--- src/rtl/i2c_master_byte_ctrl.sv ---
// Byte-level I2C master sequencer. It turns START/WRITE/READ/STOP commands into
// bit-level commands for a separate bit controller and assembles or serializes the byte.
module i2c_master_byte_ctrl (
  input  logic       clk_i,
  input  logic       rst_n_i,
  input  logic       i2c_en_i,
  input  logic       start_i,
  input  logic       stop_i,
  input  logic       read_i,
  input  logic       write_i,
  input  logic       tx_ack_i,
  input  logic [7:0] tx_data_i,
  output logic [7:0] rx_data_o,
  output logic       rx_ack_o,
  output logic       i2c_done_o,
  output logic       i2c_al_o,
  output logic [2:0] bit_cmd_o,
  output logic       bit_din_o,
  input  logic       bit_ack_i,
  input  logic       bit_dout_i,
  input  logic       bit_al_i
);

  // states: IDLE wait for command | START start cond | WRITE tx bit | READ rx bit | ACK ack bit | STOP stop cond
  localparam logic [2:0] ST_IDLE  = 3'd0;
  localparam logic [2:0] ST_START = 3'd1;
  localparam logic [2:0] ST_WRITE = 3'd2;
  localparam logic [2:0] ST_READ  = 3'd3;
  localparam logic [2:0] ST_ACK   = 3'd4;
  localparam logic [2:0] ST_STOP  = 3'd5;

  localparam logic [2:0] CMD_NOP   = 3'd0;
  localparam logic [2:0] CMD_START = 3'd1;
  localparam logic [2:0] CMD_STOP  = 3'd2;
  localparam logic [2:0] CMD_WRITE = 3'd3;
  localparam logic [2:0] CMD_READ  = 3'd4;

  logic [2:0] state_q, state_d;
  logic [2:0] cmd_q, cmd_d;
  logic       din_q, din_d;
  logic [7:0] sr_q, sr_d;
  logic [2:0] cnt_q, cnt_d;
  logic [7:0] rx_data_q, rx_data_d;
  logic       rx_ack_q, rx_ack_d;
  logic       done_q, done_d;
  logic       al_q;
  logic       any_cmd;
  logic [7:0] sr_rd;

  assign any_cmd = start_i | stop_i | read_i | write_i;
  assign sr_rd   = {sr_q[6:0], bit_dout_i};

  always_comb begin
    state_d   = state_q;
    cmd_d     = cmd_q;
    din_d     = din_q;
    sr_d      = sr_q;
    cnt_d     = cnt_q;
    rx_data_d = rx_data_q;
    rx_ack_d  = rx_ack_q;
    done_d    = 1'b0;

    if (bit_al_i || !i2c_en_i) begin
      state_d = ST_IDLE;
      cmd_d   = CMD_NOP;
      din_d   = 1'b0;
    end else begin
      case (state_q)
        ST_IDLE: begin
          // done_q blocks re-accepting commands still held high during the done pulse
          if (!done_q && any_cmd) begin
            if (start_i) begin
              state_d = ST_START; cmd_d = CMD_START; din_d = 1'b0;
            end else if (read_i) begin
              state_d = ST_READ; cmd_d = CMD_READ; din_d = 1'b0; cnt_d = 3'd7;
            end else if (write_i) begin
              state_d = ST_WRITE; cmd_d = CMD_WRITE; sr_d = tx_data_i;
              cnt_d = 3'd7; din_d = tx_data_i[7];
            end else begin
              state_d = ST_STOP; cmd_d = CMD_STOP; din_d = 1'b0;
            end
          end
        end
        ST_START: if (bit_ack_i) begin
          if (read_i) begin
            state_d = ST_READ; cmd_d = CMD_READ; din_d = 1'b0; cnt_d = 3'd7;
          end else if (write_i) begin
            state_d = ST_WRITE; cmd_d = CMD_WRITE; sr_d = tx_data_i;
            cnt_d = 3'd7; din_d = tx_data_i[7];
          end else if (stop_i) begin
            state_d = ST_STOP; cmd_d = CMD_STOP; din_d = 1'b0;
          end else begin
            state_d = ST_IDLE; cmd_d = CMD_NOP; din_d = 1'b0; done_d = 1'b1;
          end
        end
        ST_WRITE: if (bit_ack_i) begin
          if (cnt_q == 3'd0) begin
            state_d = ST_ACK; cmd_d = CMD_READ; din_d = 1'b0;
          end else begin
            sr_d  = {sr_q[6:0], 1'b0};
            cnt_d = cnt_q - 3'd1;
            din_d = sr_q[6];
          end
        end
        ST_READ: if (bit_ack_i) begin
          sr_d = sr_rd;
          if (cnt_q == 3'd0) begin
            rx_data_d = sr_rd;
            state_d   = ST_ACK; cmd_d = CMD_WRITE; din_d = tx_ack_i;
          end else begin
            cnt_d = cnt_q - 3'd1;
          end
        end
        ST_ACK: if (bit_ack_i) begin
          rx_ack_d = bit_dout_i;
          if (stop_i) begin
            state_d = ST_STOP; cmd_d = CMD_STOP; din_d = 1'b0;
          end else begin
            state_d = ST_IDLE; cmd_d = CMD_NOP; din_d = 1'b0; done_d = 1'b1;
          end
        end
        ST_STOP: if (bit_ack_i) begin
          state_d = ST_IDLE; cmd_d = CMD_NOP; din_d = 1'b0; done_d = 1'b1;
        end
        default: begin
          state_d = ST_IDLE; cmd_d = CMD_NOP; din_d = 1'b0;
        end
      endcase
    end
  end

  always_ff @(posedge clk_i or negedge rst_n_i) begin
    if (!rst_n_i) begin
      state_q   <= ST_IDLE;
      cmd_q     <= CMD_NOP;
      din_q     <= 1'b0;
      sr_q      <= 8'h00;
      cnt_q     <= 3'd0;
      rx_data_q <= 8'h00;
      rx_ack_q  <= 1'b0;
      done_q    <= 1'b0;
      al_q      <= 1'b0;
    end else begin
      state_q   <= state_d;
      cmd_q     <= cmd_d;
      din_q     <= din_d;
      sr_q      <= sr_d;
      cnt_q     <= cnt_d;
      rx_data_q <= rx_data_d;
      rx_ack_q  <= rx_ack_d;
      done_q    <= done_d;
      al_q      <= bit_al_i;
    end
  end

  assign rx_data_o  = rx_data_q;
  assign rx_ack_o   = rx_ack_q;
  assign i2c_done_o = done_q;
  assign i2c_al_o   = al_q;
  assign bit_cmd_o  = cmd_q;
  assign bit_din_o  = din_q;

endmodule

--- config.mk ---
export PLATFORM = sky130hd
export DESIGN_NAME = i2c_master_byte_ctrl
export DESIGN_NICKNAME = d
export VERILOG_FILES = /design/src/rtl/i2c_master_byte_ctrl.sv
export SDC_FILE = /design/constraint.sdc
export NUM_CORES = 1
export LEC_CHECK = 0
export BUFFER_PORTS_ARGS = -buffer_cell sky130_fd_sc_hd__buf_2
export CORE_ASPECT_RATIO = 0.6
export CORE_MARGIN = 2
export CORE_UTILIZATION = 30
export CTS_BUF_LIST = sky130_fd_sc_hd__clkbuf_16
export CTS_CLUSTER_DIAMETER = 60
export DETAILED_ROUTE_END_ITERATION = 8
export GPL_ROUTABILITY_DRIVEN = 0
export PLACE_DENSITY = 0.57
export SETUP_SLACK_MARGIN = 0.02
export SYNTH_ARGS = -nofsm -noshare
export SYNTH_HDL_FRONTEND = slang
export SYNTH_SLANG_ARGS = --single-unit
--- constraint.sdc ---
create_clock -name clk_i -period 2 [get_ports clk_i]
set_clock_uncertainty 0.2 [all_clocks]
set_input_delay 0.4 -clock clk_i [delete_from_list [all_inputs] [get_ports clk_i]]
set_output_delay 0.4 -clock clk_i [all_outputs]
set_load 0.1 [all_outputs]
==> results, run 1 <==
- The number of global-route vias before repair was approximately 1300.
- Setup repair after global routing left no endpoint under its margin.
- The die height is roughly 60 um.
- The number of antenna diodes in the final layout is 0.
- After technology mapping, the gate count stands at around 170.
- Across the VDD grid, the largest voltage drop is ~0.00043 V.
- The clock period minus final worst setup slack is 1.927 ns.
- The total standard cell area after synthesis is 1582 um2.
- The startpoint identified for the worst register-to-register timing path is state_q[0].
- The die covers 5888 um2.
- The portion of synthesized area spent on multiplexers is between 10% and 20%.
- Measured along the x axis, the die boundary spans 97.74 um.
- Counting the fill cells in the layout gives roughly 510.
- The number of clock buffers inserted by TritonCTS is 3.
- Max-cap violations in this run came to 0.
- The worst-margin pin slew is around 0.65 ns.
- The adder-cell area share of the yosys netlist is under 10%.
- The launching element type of the critical path is a flop.
- The maximum fanout along the worst path is 7.
- Sequential cells burn 39.6% of the power.
- The count of unique library cells instantiated by Yosys is 39.
- The sum of routed wire length over all layers is a little over 4000 um.
- The Yosys step of the flow raised 0 warnings.
- TritonCTS built the clock tree.
- Compared with the post-synthesis result, the final layout area differs by 38.92%.
- The number of slew-limit violations in the final report is 0.
- The fraction of layout instances using a drive strength above 1 is 43.61%.
- The clock drives 28 sinks.
- In the finished design, the share of the clock period the worst path needs comes to between 90% and 100%.
- The fraction of the yosys area taken by sequential cells is 44.30%.
- The flow ran to the end, and the final reports show no timing, DRC or antenna violations.
- The worst slew slack as a fraction of its limit is ~56%.
- The maximum clock insertion buffer count is 2.
- The number of nets in the synthesized netlist is roughly 190.
- The remaining routing DRC violations is 0.
- The design area is ~2200 um2.
- Data on the critical path arrives at its endpoint at 1.87 ns.
- The area share of xor/xnor cells in the synthesized design is 0%.
- The internal power is ~1.3 mW.
- The flop and latch count out of synthesis is 28.
- The CTS root buffer is sky130_fd_sc_hd__clkbuf_16.
- In this run the worst setup path begins at state_q[0].
- The depth of the CTS H-tree is 1.
- The per-cell routed wire length is roughly 14 um.
- The synthesized netlist devotes between 20% and 30% of its cell area to simple gates.
- The reported net switching power is just under 0.6 mW.
- The leakage dissipation is between 1 and 1.5 nW.
- The number of nets in the final layout is ~250.
- The largest family of logic cells by synthesized area is simple AND/OR/NAND/NOR gates.
- The residual overflow from global routing is 0.
- The achievable frequency is approximately 0.52 GHz.
- The count of nets left with antenna violations once routing finished came out at 0.
- Net switching is ~31% of the power.
- The number of rows in the core area is 20.
- The launch point of the worst hold path is bit_al_i.
- For this design the ratio of total power to cell area is about 860 nW/um2.
- The initial core utilization is a little under a third.
- Across all setup checks in the final design, the least slack found is between 0.07 and 0.08 ns.
- The proportion of power drawn by combinational gates is between 20 and 30%.
- The DRC violation total after the first TritonRoute iteration is 95.
- STA puts the critical path data required time at 1.95 ns.
- 34 I/O pins were placed.
- In this run the cell area measured after placement is slightly above 2000 um2.
- The number of buffer cells added on primary ports is 33.
- The kind of end point of the critical path is a flop.
- The length of the first detailed-routing pass in iterations is 4.
- The relative contribution of the clock network to total power is 31.4%.
- The share of the synthesized area in compound gates (AO/OA/AOI/OAI) is about 18%.
- Averaged over all synthesized cells, the footprint is 9.414 um2.
- Leaving out fill and tap cells, the most frequent cells in the layout are sky130_fd_sc_hd__nand2_1 (33), sky130_fd_sc_hd__buf_2 (33), sky130_fd_sc_hd__buf_4 (31), sky130_fd_sc_hd__dfrtp_1 (27), sky130_fd_sc_hd__mux2_2 (16).
- The overall routing resource usage is between 10 and 15%.
- The category of the critical setup timing path is flop to flop.
- In this run the standard cell core region covers roughly 5100 um2.
- The first global-routing pass estimated 6603 um of wire.
- The number of hold-slack violations in the final timing report is 0.
- The largest net degree at the start of global routing is 29.
- The final instance count without filler cells is slightly below 300.
- The vias after detailed routing is between 1000 and 1500.
- After detailed placement, the design holds a cell count of 288.
- The worst min-delay path category is input pin to flop.
- Dividing the detail-routed via count by the number of cells gives 4.925.
- The clock-pin transition on the worst setup and hold timing paths is roughly 0.07 ns.
- The setup slack at placement is -0.03133 ns.
- The number of antenna violations at the first check in global routing is 0.
- Clock latency on the worst-skew pair, taken at its later pin, is about 0.26 ns.
- The placed wire-length estimate is roughly 3200 um.
- Setup violations remaining at the end of the flow were counted as 0.
state kept, by name (all words and copies together) (netlist names):
signal,flops
bit_din_o,1
rx_ack_o,1
i2c_al_o,1
bit_cmd_o,3
state_q,3
i2c_done_o,1
sr_q,7
cnt_q,3
rx_data_o,8
metrics by stage:
step / hold slack, ns / setup TNS [ns] / total power [mW] / util [%]
after CTS: 0.06263 / 0 / 1.904 / 42.44
after global placement: 0.2585 / -0.05541 / 1.280 / 39.95
after detailed placement: 0.2704 / -0.2006 / 1.288 / 39.95
after floorplan: -0.09559 / -0.1094 / 1.090 / -
final: 0.06682 / 0 / 1.894 / 43.25
after global routing: 0.05849 / 0 / 1.999 / 43.25
critical path, stage by stage (launching register included):
cell	delay, ns
sky130_fd_sc_hd__dfrtp_1	0.46
sky130_fd_sc_hd__a211oi_1	0.10
sky130_fd_sc_hd__buf_4	0.15
sky130_fd_sc_hd__o31ai_4	0.06
sky130_fd_sc_hd__o211ai_2	0.15
sky130_fd_sc_hd__a211oi_4	0.15
sky130_fd_sc_hd__buf_4	0.19
sky130_fd_sc_hd__mux2_2	0.35
power by group through the flow:
stage	Sequential (mW)	Combinational, mW	Clock (mW)
floorplan	0.814	0.276	0
global placement	0.758	0.522	0
detailed placement	0.760	0.528	0
CTS	0.751	0.537	0.616
global route	0.766	0.599	0.633
finish	0.750	0.549	0.595
layer usage:
metal / routed length [um] / track usage, %
met5: 0 / 0
met2: 1550 / 19.90
met3: 252 / 3.509
met1: 2305 / 22.88
met4: 10 / 1.786
repair_timing:
item                                    in CTS  in global routing
gates resized for setup                      2                  9
buffers inserted                             0                  0
hold buffers                                 1                  0
endpoints found under the hold margin       28                  0
endpoints found under the setup margin       3                 22
pin swaps                                    0                  2
final cells by class:
| cell class | count | area [um2] | share of cell area [%] |
|---|---|---|---|
| clock inverter | 1 | 30.03 | 1.367 |
| clock buffer | 3 | 75.07 | 3.417 |
| multi-input combinational | 125 | 870.8 | 39.64 |
| inverter | 4 | 15.01 | 0.6834 |
| sequential | 28 | 704.4 | 32.06 |
| tap | 66 | 82.58 | 3.759 |
| timing repair buffer | 66 | 419.2 | 19.08 |
path summary, 6_finish.rpt:
kind	endpoint	cells after the start	slack, ns
hold / removal	i2c_al_o	1	0.07
hold reg to reg	bit_cmd_o[1]	2	0.29
setup / recovery	sr_q[0]	7	0.07
setup reg to reg	sr_q[0]	7	0.07
max in group asynchronous	i2c_done_o	2	0.62
min in group asynchronous	cnt_q[1]	2	0.50
synthesized netlist by cell type, drive strengths merged:
cell	count	share of area (%)
o311ai	1	1.0
o21ai	11	3.5
nor3	6	1.9
a21boi	1	0.47
a211o	1	0.55
nor2b	5	2.0
o2111ai	1	0.55
nand3	3	0.95
a31oi	1	0.40
o41ai	3	1.7
nand2b	5	2.0
a21oi	6	1.9
nor3b	1	0.47
and2b	1	0.55
a211oi	2	1.7
nor4	2	0.79
ha	2	1.6
or3	1	0.40
dfrtp	28	44
mux2	16	11
o31ai	2	1.3
o22a	2	1.1
buf	6	2.1
clkbuf	5	1.3
a32oi	1	0.55
nand2	33	7.8
o211ai	2	1.3
inv	4	0.95
nand4	2	0.79
a2bb2oi	2	1.1
nor2	9	2.1
a2111o	1	0.71
a22oi	1	0.47
and3	1	0.40
logic make-up (layout without fill, tap and decap cells):
group	Yosys count	count (layout)
DFF	28	28
adders and majority gates	2	2
buffers and inverters	15	74
and+or+nand+nor	69	69
AOI/OAI and AO/OA	38	38
muxes	16	16
(Power assumes the default switching activity.)
==> run 2: changes to the inputs <==
--- a/config.mk
+++ b/config.mk
@@ -5,6 +5,7 @@
 export SDC_FILE = /design/constraint.sdc
 export NUM_CORES = 1
 export LEC_CHECK = 0
+export ABC_AREA = 1
 export BUFFER_PORTS_ARGS = -buffer_cell sky130_fd_sc_hd__buf_2
 export CORE_ASPECT_RATIO = 0.6
 export CORE_MARGIN = 2
@@ -13,7 +14,7 @@
 export CTS_CLUSTER_DIAMETER = 60
 export DETAILED_ROUTE_END_ITERATION = 8
 export GPL_ROUTABILITY_DRIVEN = 0
-export PLACE_DENSITY = 0.57
+export PLACE_DENSITY = 0.56
 export SETUP_SLACK_MARGIN = 0.02
 export SYNTH_ARGS = -nofsm -noshare
 export SYNTH_HDL_FRONTEND = slang
==> results, run 2 <==
- From bottom edge to top edge, the die measures slightly above 60 um.
- The worst setup path is captured at a flop.
- The detailed-route vias per instance is approximately 4.6.
- The per-cell routed wire length is about 12 um.
- The number of slew-limit violations in the final report came to 0.
- The CTS root buffer is sky130_fd_sc_hd__clkbuf_16.
- The number of enable flip-flop cells after synthesis is 0.
- Of all flip-flops after synthesis, the portion carrying an async set or reset was 100.0%.
- The sum of routed wire length over all layers is ~4000 um.
- The achievable frequency is roughly 0.55 GHz.
- Setup repair after global routing could not meet its margin everywhere.
- The largest vdd supply drop is between 0.0003 and 0.0004 V.
- The number of global-route vias before repair was 1408.
- During I/O placement, the number of pins put on the boundary was 34.
- The fraction of the yosys area taken by sequential cells is between 40 and 50%.
- The biggest area consumer among synthesized cells is sky130_fd_sc_hd__dfrtp_1.
- The layout has 578 filler cells.
- The length of the first detailed-routing pass in iterations is 4.
- The design area is just over 2000 um2.
- Summed over all cells, the static leakage comes to about 1.1 nW.
- The worst hold path belongs to the class input pin to flop.
- The synthesized instance count is ~240.
- The warning count from the yosys run is 0.
- The wire length of the first global-routing pass is between 6000 and 7000 um.
- Among all flip-flop cells after synthesis, the most frequent one is sky130_fd_sc_hd__dfrtp_1.
- The worst pin sits at a relative slew slack of about three fifths.
- Ranked by total cell area, the synthesized netlist is headed by sky130_fd_sc_hd__dfrtp_1 (41%), sky130_fd_sc_hd__nand2_1 (18%), sky130_fd_sc_hd__nand3_1 (6.8%).
- For this design, the sink count on the clock tree is 28.
- The period utilization is around 91%.
- The maximum fanout along the worst path is 19.
- Setup total negative slack on the finished layout was measured at 0 ns.
- The DRC violation total after the first TritonRoute iteration is approximately 120.
- After detailed placement, the design holds a cell count of ~340.
- The source-to-sink clock delay at the later pin of the worst-skew pair is between 0.2 and 0.3 ns.
- The flow ran to the end, and the final reports show no timing, DRC or antenna violations.
- The number of nets in the final layout is a little under 300.
- Sorting the synthesized cells by how often they occur yields sky130_fd_sc_hd__nand2_1 (82), sky130_fd_sc_hd__dfrtp_1 (28), sky130_fd_sc_hd__nand3_1 (23).
- After detailed routing, the number of remaining DRC violations is 0.
- The number of hold-slack violations in the final timing report is 0.
- The area taken by multi-input logic gates is between 800 and 900 um2.
- STA puts the critical path data required time at between 1.5 and 2 ns.
- TritonCTS built the clock tree.
- The clock passes through at most 2 buffers.
- Clock-pin slew was measured on the worst setup and hold paths at ~0.07 ns.
- Entering global routing, the biggest net connects 29 pins.
- Summed over all layers, the global routing overflow is 0.
- The fraction of layout instances using a drive strength above 1 is about 23%.
- Leaving out fill and tap cells, the most frequent cells in the layout are sky130_fd_sc_hd__nand2_1 (82), sky130_fd_sc_hd__buf_2 (33), sky130_fd_sc_hd__dfrtp_1 (28), sky130_fd_sc_hd__nand3_1 (23), sky130_fd_sc_hd__inv_1 (22).
- Once the clock tree was built, the setup fixing pass inserted 0 buffers.
- The highest-delay cell along the critical path is sky130_fd_sc_hd__dfrtp_1.
- The vias after detailed routing is 1552.
- The category of the critical setup timing path is flop to flop.
- Once the floorplan was initialized, standard cells occupied a little under a third of the core.
- During placement, the flow inserted port buffers numbering 33.
- The count of cells in the finished layout, fillers not included, comes to roughly 340.
- The final setup violation count is 0.
- The arrival time at the worst endpoint is 1.77 ns.
- The share of synthesized area in the top cell type comes to about two fifths.
- The completed layout was analyzed and its total power is between 2 and 2.5 mW.
- CTS built an H-tree with a depth of 1.
- Detailed placement ended at an HPWL of about 3100 um.
- The number of max-cap violations is 0.
- The die area is about 6300 um2.
- The overall routing resource usage is between 10 and 15%.
- The number of antenna violations at the first check in global routing was 0.
- Counting every net in the synthesized netlist gives 257.
- The mean instance size in the synthesized netlist is slightly above 7 um2.
- In this run the core area contains 21 standard-cell rows.
- Once routing completed, OpenROAD measured the worst setup slack at between 0.15 and 0.2 ns.
- The commonest non-fill, non-tap cell in the layout is sky130_fd_sc_hd__nand2_1.
- Yosys instantiated no cell more often than sky130_fd_sc_hd__nand2_1.
- Timing analysis after detailed placement gives a worst setup slack of roughly 0.17 ns.
- At the pin with the least slew margin, the transition time is between 0.6 and 0.7 ns.
- The count of unique library cells instantiated by Yosys is 27.
- The antenna diode count is 0.
- The die is about 100 um wide.
- The core region is approximately 5500 um2.
- Dividing total power by cell area gives a power density of 1034 nW/um2.
- The signal on the critical path passes through inv_2 > nand2_4 > nor2_2 > o21ai_1 > nand2_2 > nor2_8 > nand2_4 > nand2_1 > nand2_1.
- In the final layout, flip-flops and latches occupy 700.7 um2.
- The clock period minus final worst setup slack is between 1.5 and 2 ns.
- The register with the most flip-flops in the layout has 8 of them.
- The number of clock buffers inserted by TritonCTS is 3.
- The total standard cell area after synthesis is between 1500 and 2000 um2.
- The total placed instance area is ~1900 um2.
- Counting flops and latches in the post-synthesis netlist gives 28.
- STA classifies the critical path startpoint as a flop.
- The area growth from synthesis to layout is 21.00%.
- The number of routed nets with antenna violations is 0.
- The stage delay of the slowest cell on the critical path is 0.43 ns.
run 2: cell count changes after synthesis, moves of 4 or more:
cell / delta
sky130_fd_sc_hd__nand2b_1: -5
sky130_fd_sc_hd__nor3_1: -5
sky130_fd_sc_hd__buf_2: -4
sky130_fd_sc_hd__o21ai_1: +14
sky130_fd_sc_hd__inv_1: +18
sky130_fd_sc_hd__mux2_2: -16
sky130_fd_sc_hd__nand3_1: +20
sky130_fd_sc_hd__nor2_1: +7
sky130_fd_sc_hd__nor2b_1: -5
sky130_fd_sc_hd__nand2_1: +49
sky130_fd_sc_hd__inv_2: +10
run 2: layout make-up:
cell class | count | area share [%]
multi-input combinational | 173 | 41.84
sequential | 28 | 34.10
timing repair buffer | 35 | 8.892
inverter | 32 | 5.847
tap | 69 | 4.202
clock buffer | 3 | 3.654
clock inverter | 1 | 1.462
run 2: per-stage QoR:
stage,hold WS [ns],utilization (%)
final,0.05731,37.23
after global routing,0.05027,37.23
after CTS,0.04870,37.19
after detailed placement,0.2593,35.10
after global placement,0.2559,35.10
after floorplan,-0.09559,-
run 2: routing by layer:
metal  wire [um]  vias up  GRT usage (%)  share of wire (%)
met4          16        0          2.027               0.40
met1        2281      679          23.09                 57
met3         323        2          3.604                8.1
met5           0        -              0                  0
met2        1389       44          17.30                 35
li1            -      827              -                  -
run 2: what timing repair did:
| action | CTS | global route |
|---|---|---|
| resized for setup | 0 | 1 |
| hold buffers | 1 | 0 |
| endpoints found under the hold margin | 28 | 0 |
| setup endpoints to repair | 0 | 7 |
run 2: power by group:
group          switching (mW)  total (mW)  internal (mW)  leakage [nW]
logic                   0.550       0.759          0.210         0.716
clock network           0.185       0.583          0.398        0.0511
registers              0.0897       0.782          0.692         0.369
total                   0.825        2.12           1.30          1.14
run 2: logic make-up (layout without fill, tap and decap cells):
kind of cell / Yosys count / after routing / share of synthesized area (%)
adder cells (fa/ha/maj): 2 / 2 / 1.474
AND/OR/NAND/NOR: 136 / 136 / 37.14
AO/OA/AOI/OAI: 34 / 34 / 11.35
XOR/XNOR: 1 / 1 / 0.5159
flip-flops: 28 / 28 / 41.27
buffers and inverters: 35 / 71 / 8.253
run 2: worst paths after layout:
kind	from	endpoint	slack (ns)	cells past startpoint
max	state_q[2]	sr_q[6]	0.18	9
min	bit_al_i	i2c_al_o	0.06	1
max reg2reg	state_q[2]	sr_q[6]	0.18	9
min reg2reg	sr_q[1]	sr_q[1]	0.27	2
max in group asynchronous	rst_n_i	bit_cmd_o[2]	0.70	2
min in group asynchronous	rst_n_i	rx_data_o[5]	0.49	2
run 2: critical path: cells and delay by family, from the launching register on:
| family | cells | cell delay (ns) |
|---|---|---|
| AND/OR/NAND/NOR | 7 | 0.82 |
| buffers and inverters | 1 | 0.14 |
| flip-flops | 1 | 0.43 |
| AO/OA/AOI/OAI | 1 | 0.12 |
==> run 3: changes to the inputs <==
--- a/config.mk
+++ b/config.mk
@@ -5,16 +5,14 @@
 export SDC_FILE = /design/constraint.sdc
 export NUM_CORES = 1
 export LEC_CHECK = 0
-export ABC_AREA = 1
 export BUFFER_PORTS_ARGS = -buffer_cell sky130_fd_sc_hd__buf_2
 export CORE_ASPECT_RATIO = 0.6
-export CORE_MARGIN = 2
 export CORE_UTILIZATION = 30
 export CTS_BUF_LIST = sky130_fd_sc_hd__clkbuf_16
 export CTS_CLUSTER_DIAMETER = 60
 export DETAILED_ROUTE_END_ITERATION = 8
 export GPL_ROUTABILITY_DRIVEN = 0
-export PLACE_DENSITY = 0.56
+export PLACE_DENSITY = 0.57
 export SETUP_SLACK_MARGIN = 0.02
 export SYNTH_ARGS = -nofsm -noshare
 export SYNTH_HDL_FRONTEND = slang
==> results, run 3 (synthesis gave the netlist of run 1 again) <==
- For this run the aggregate overflow at the end of global routing stands at 0.
- The CTS root buffer is sky130_fd_sc_hd__clkbuf_16.
- The tightest hold path in the finished design has a slack of 0.06629 ns.
- The power density over cell area is between 800 and 900 nW/um2.
- The remaining routing DRC violations is 0.
- The endpoint required time on the critical path is between 1.5 and 2 ns.
- The initial core utilization is a little under a third.
- The number of cell instances on the worst register-to-register path is 5.
- The repair_antennas step left the layout with diodes totalling 0.
- The die area is 5576 um2.
- OpenSTA, run right after detailed placement, puts the worst setup slack at -0.07386 ns.
- For this block, the initial DRC count from the detailed router was roughly 90.
- The launch point of the worst hold path is bit_al_i.
- The depth of the CTS H-tree is 1.
- The number of max-cap violations is 0.
- The fraction of layout instances using a drive strength above 1 is between 40% and 50%.
- The number of rows in the core area is 20.
- For the worst setup path, the data arrival time is approximately 1.9 ns.
- The core region is just over 5000 um2.
- The per-cell routed wire length is 13.15 um.
- The first global-routing pass estimated 6196 um of wire.
- TritonCTS built the clock tree.
- The worst register-to-register path ends at sr_q[4].
- The setup slack after layout is about 0.083 ns.
- The run finished with clean final reports.
- The number of nets in the final layout is 251.
- In this run the critical register-to-register path is launched from state_q[0].
- The die height is ~58 um.
- The relative contribution of the clock network to total power is between 30% and 40%.
- The worst-case IR drop observed on VDD is about 0.00033 V.
- The share of the core filled with cells in the final layout is about 44%.
- The growth of design area from synthesis to finish is 39.64%.
- The number of hold-slack violations in the final timing report came to 0.
- In this run the worst path has a maximum fanout of 7.
- The detailed-route vias per instance is approximately 4.8.
- TritonCTS created 3 clock buffers.
- The register-to-register path setup slack is 0.08 ns.
- The source-to-sink clock delay at the later pin of the worst-skew pair is around 0.26 ns.
- Summed over all nets, the switching power comes to 0.5709 mW.
- Net switching is 30.47% of the power.
- The overall routing resource usage is roughly 15%.
- The number of antenna violations at the first check in global routing is 0.
- Setup repair after global routing left no endpoint under its margin.
- Detailed placement ended at an HPWL of 3042 um.
- Per report_power, the sequential group accounts for between 40% and 50% of the total.
- The worst hold endpoint is i2c_al_o.
- The leakage dissipation is around 1.1 nW.
- At the pin with the least slew margin, the transition time is 0.4883 ns.
- The flip-flop count of the largest register, all copies and words added is 8.
- The clock passes through at most 2 buffers.
- The category of the critical setup timing path is flop to flop.
- For the finished layout, the period the worst path requires is roughly 1.9 ns.
- The path class of the tightest hold or removal check is input pin to flop.
- The internal power is 1.303 mW.
- The number of buffer cells added on primary ports is 33.
- The largest net degree at the start of global routing is 19.
- For this block, the via count after detailed routing is roughly 1400.
- The achievable frequency is 0.5216 GHz.
- The proportion of power drawn by combinational gates is around 28%.
- For this run, the detailed router's first-pass iteration total came to 4.
- The number of global-route vias before repair is approximately 1200.
- The sum of routed wire length over all layers is a little under 4000 um.
- After clock tree synthesis, the clock-pin slew on the worst setup and hold paths is roughly 0.070 ns.
- For this design, the sink count on the clock tree is 28.
- The worst hold path stage count is 1.
- The overall die width is 95.74 um.
- The detail route stage leaves a number of antenna-violating nets equal to 0.
- The number of slew-limit violations in the final report is 0.
- The launching element type of the critical path is a flop.
- The worst slew slack as a fraction of its limit is 67.67%.
- For this design the top-level I/O count stands at 34.
- The period utilization is 95.85%.
- The kind of end point of the critical path is a flop.
- The final setup violation count is 0.
- In the layout the commonest cells are sky130_fd_sc_hd__nand2_1 (33), sky130_fd_sc_hd__buf_2 (33), sky130_fd_sc_hd__buf_4 (32), sky130_fd_sc_hd__dfrtp_1 (25), sky130_fd_sc_hd__mux2_2 (16).
## run 3: cell types whose count changed in the layout (fill, tap and decap cells not counted), sizes merged, moves of 4 or more
cell    before  now
nand2       86   33
buf         34   66
inv         32    4
nand3       26    3
mux2         0   16
o21ai       24   11
nor2        20    9
nand2b       0    5
nor2b        0    5
nor3         2    6
## run 3: worst max-delay path by stage
stage	start	end	cells after the start	slack, ns
floorplan	i2c_done_o	sr_q[0]	4	-0.02
global placement	bit_al_i	sr_q[2]	7	-0.04
detailed placement	bit_al_i	sr_q[1]	7	-0.07
CTS	state_q[1]	bit_cmd_o[1]	5	0.01
global route	state_q[2]	cnt_q[0]	5	0.02
finish	state_q[0]	sr_q[4]	5	0.08
## run 3: power groups by stage
stage	Clock, mW	Combinational (mW)	Sequential, mW
floorplan	0	0.276	0.814
global route	0.626	0.583	0.778
detailed placement	0	0.504	0.769
global placement	0	0.501	0.769
finish	0.585	0.531	0.757
CTS	0.595	0.508	0.760
## run 3: repair_timing
item | in CTS | in global routing
gates resized for setup | 2 | 12
buffers inserted | 0 | 2
endpoints found under the setup margin | 8 | 24
hold buffers | 1 | 0
cloned | 0 | 0
endpoints found under the hold margin | 16 | 0
## run 3: cell type report
| cell class | instances | area (um2) |
|---|---|---|
| fillers | 527 | 2846 |
| multi-input cells | 125 | 867.1 |
| flip-flops and latches | 28 | 706.9 |
| repair buffers | 68 | 431.7 |
| well taps | 66 | 82.58 |
| clock buffers | 3 | 75.07 |
| clock inverters | 1 | 30.03 |
| inverters | 4 | 15.01 |
## run 3: metrics by stage
stage | std cells | power (mW) | TNS [ns] | cell area, um2
final | 295 | 1.874 | 0 | 2208
after detailed placement | 288 | 1.273 | -0.5254 | 2029
after global placement | 288 | 1.269 | -0.2662 | 2029
after CTS | 293 | 1.863 | 0 | 2146
after global routing | 295 | 1.987 | 0 | 2208
after floorplan | 168 | 1.090 | -0.1094 | 1594
## run 3: worst max-delay path, stage by stage (launching register included)
cell and delay [ns]:
sky130_fd_sc_hd__dfrtp_2 0.47, sky130_fd_sc_hd__o31ai_4 0.31, sky130_fd_sc_hd__o211ai_2 0.15, sky130_fd_sc_hd__a211oi_4 0.17, sky130_fd_sc_hd__buf_6 0.16, sky130_fd_sc_hd__mux2_2 0.33
## run 3: routing by layer
| layer | up-vias | routed length, um | global-route usage (%) |
|---|---|---|---|
| met2 | 37 | 1536 | 19.49 |
| li1 | 729 | - | - |
| met4 | 0 | 4 | 1.919 |
| met3 | 2 | 227 | 4.068 |
| met5 | - | 0 | 0 |
| met1 | 651 | 2111 | 23.77 |
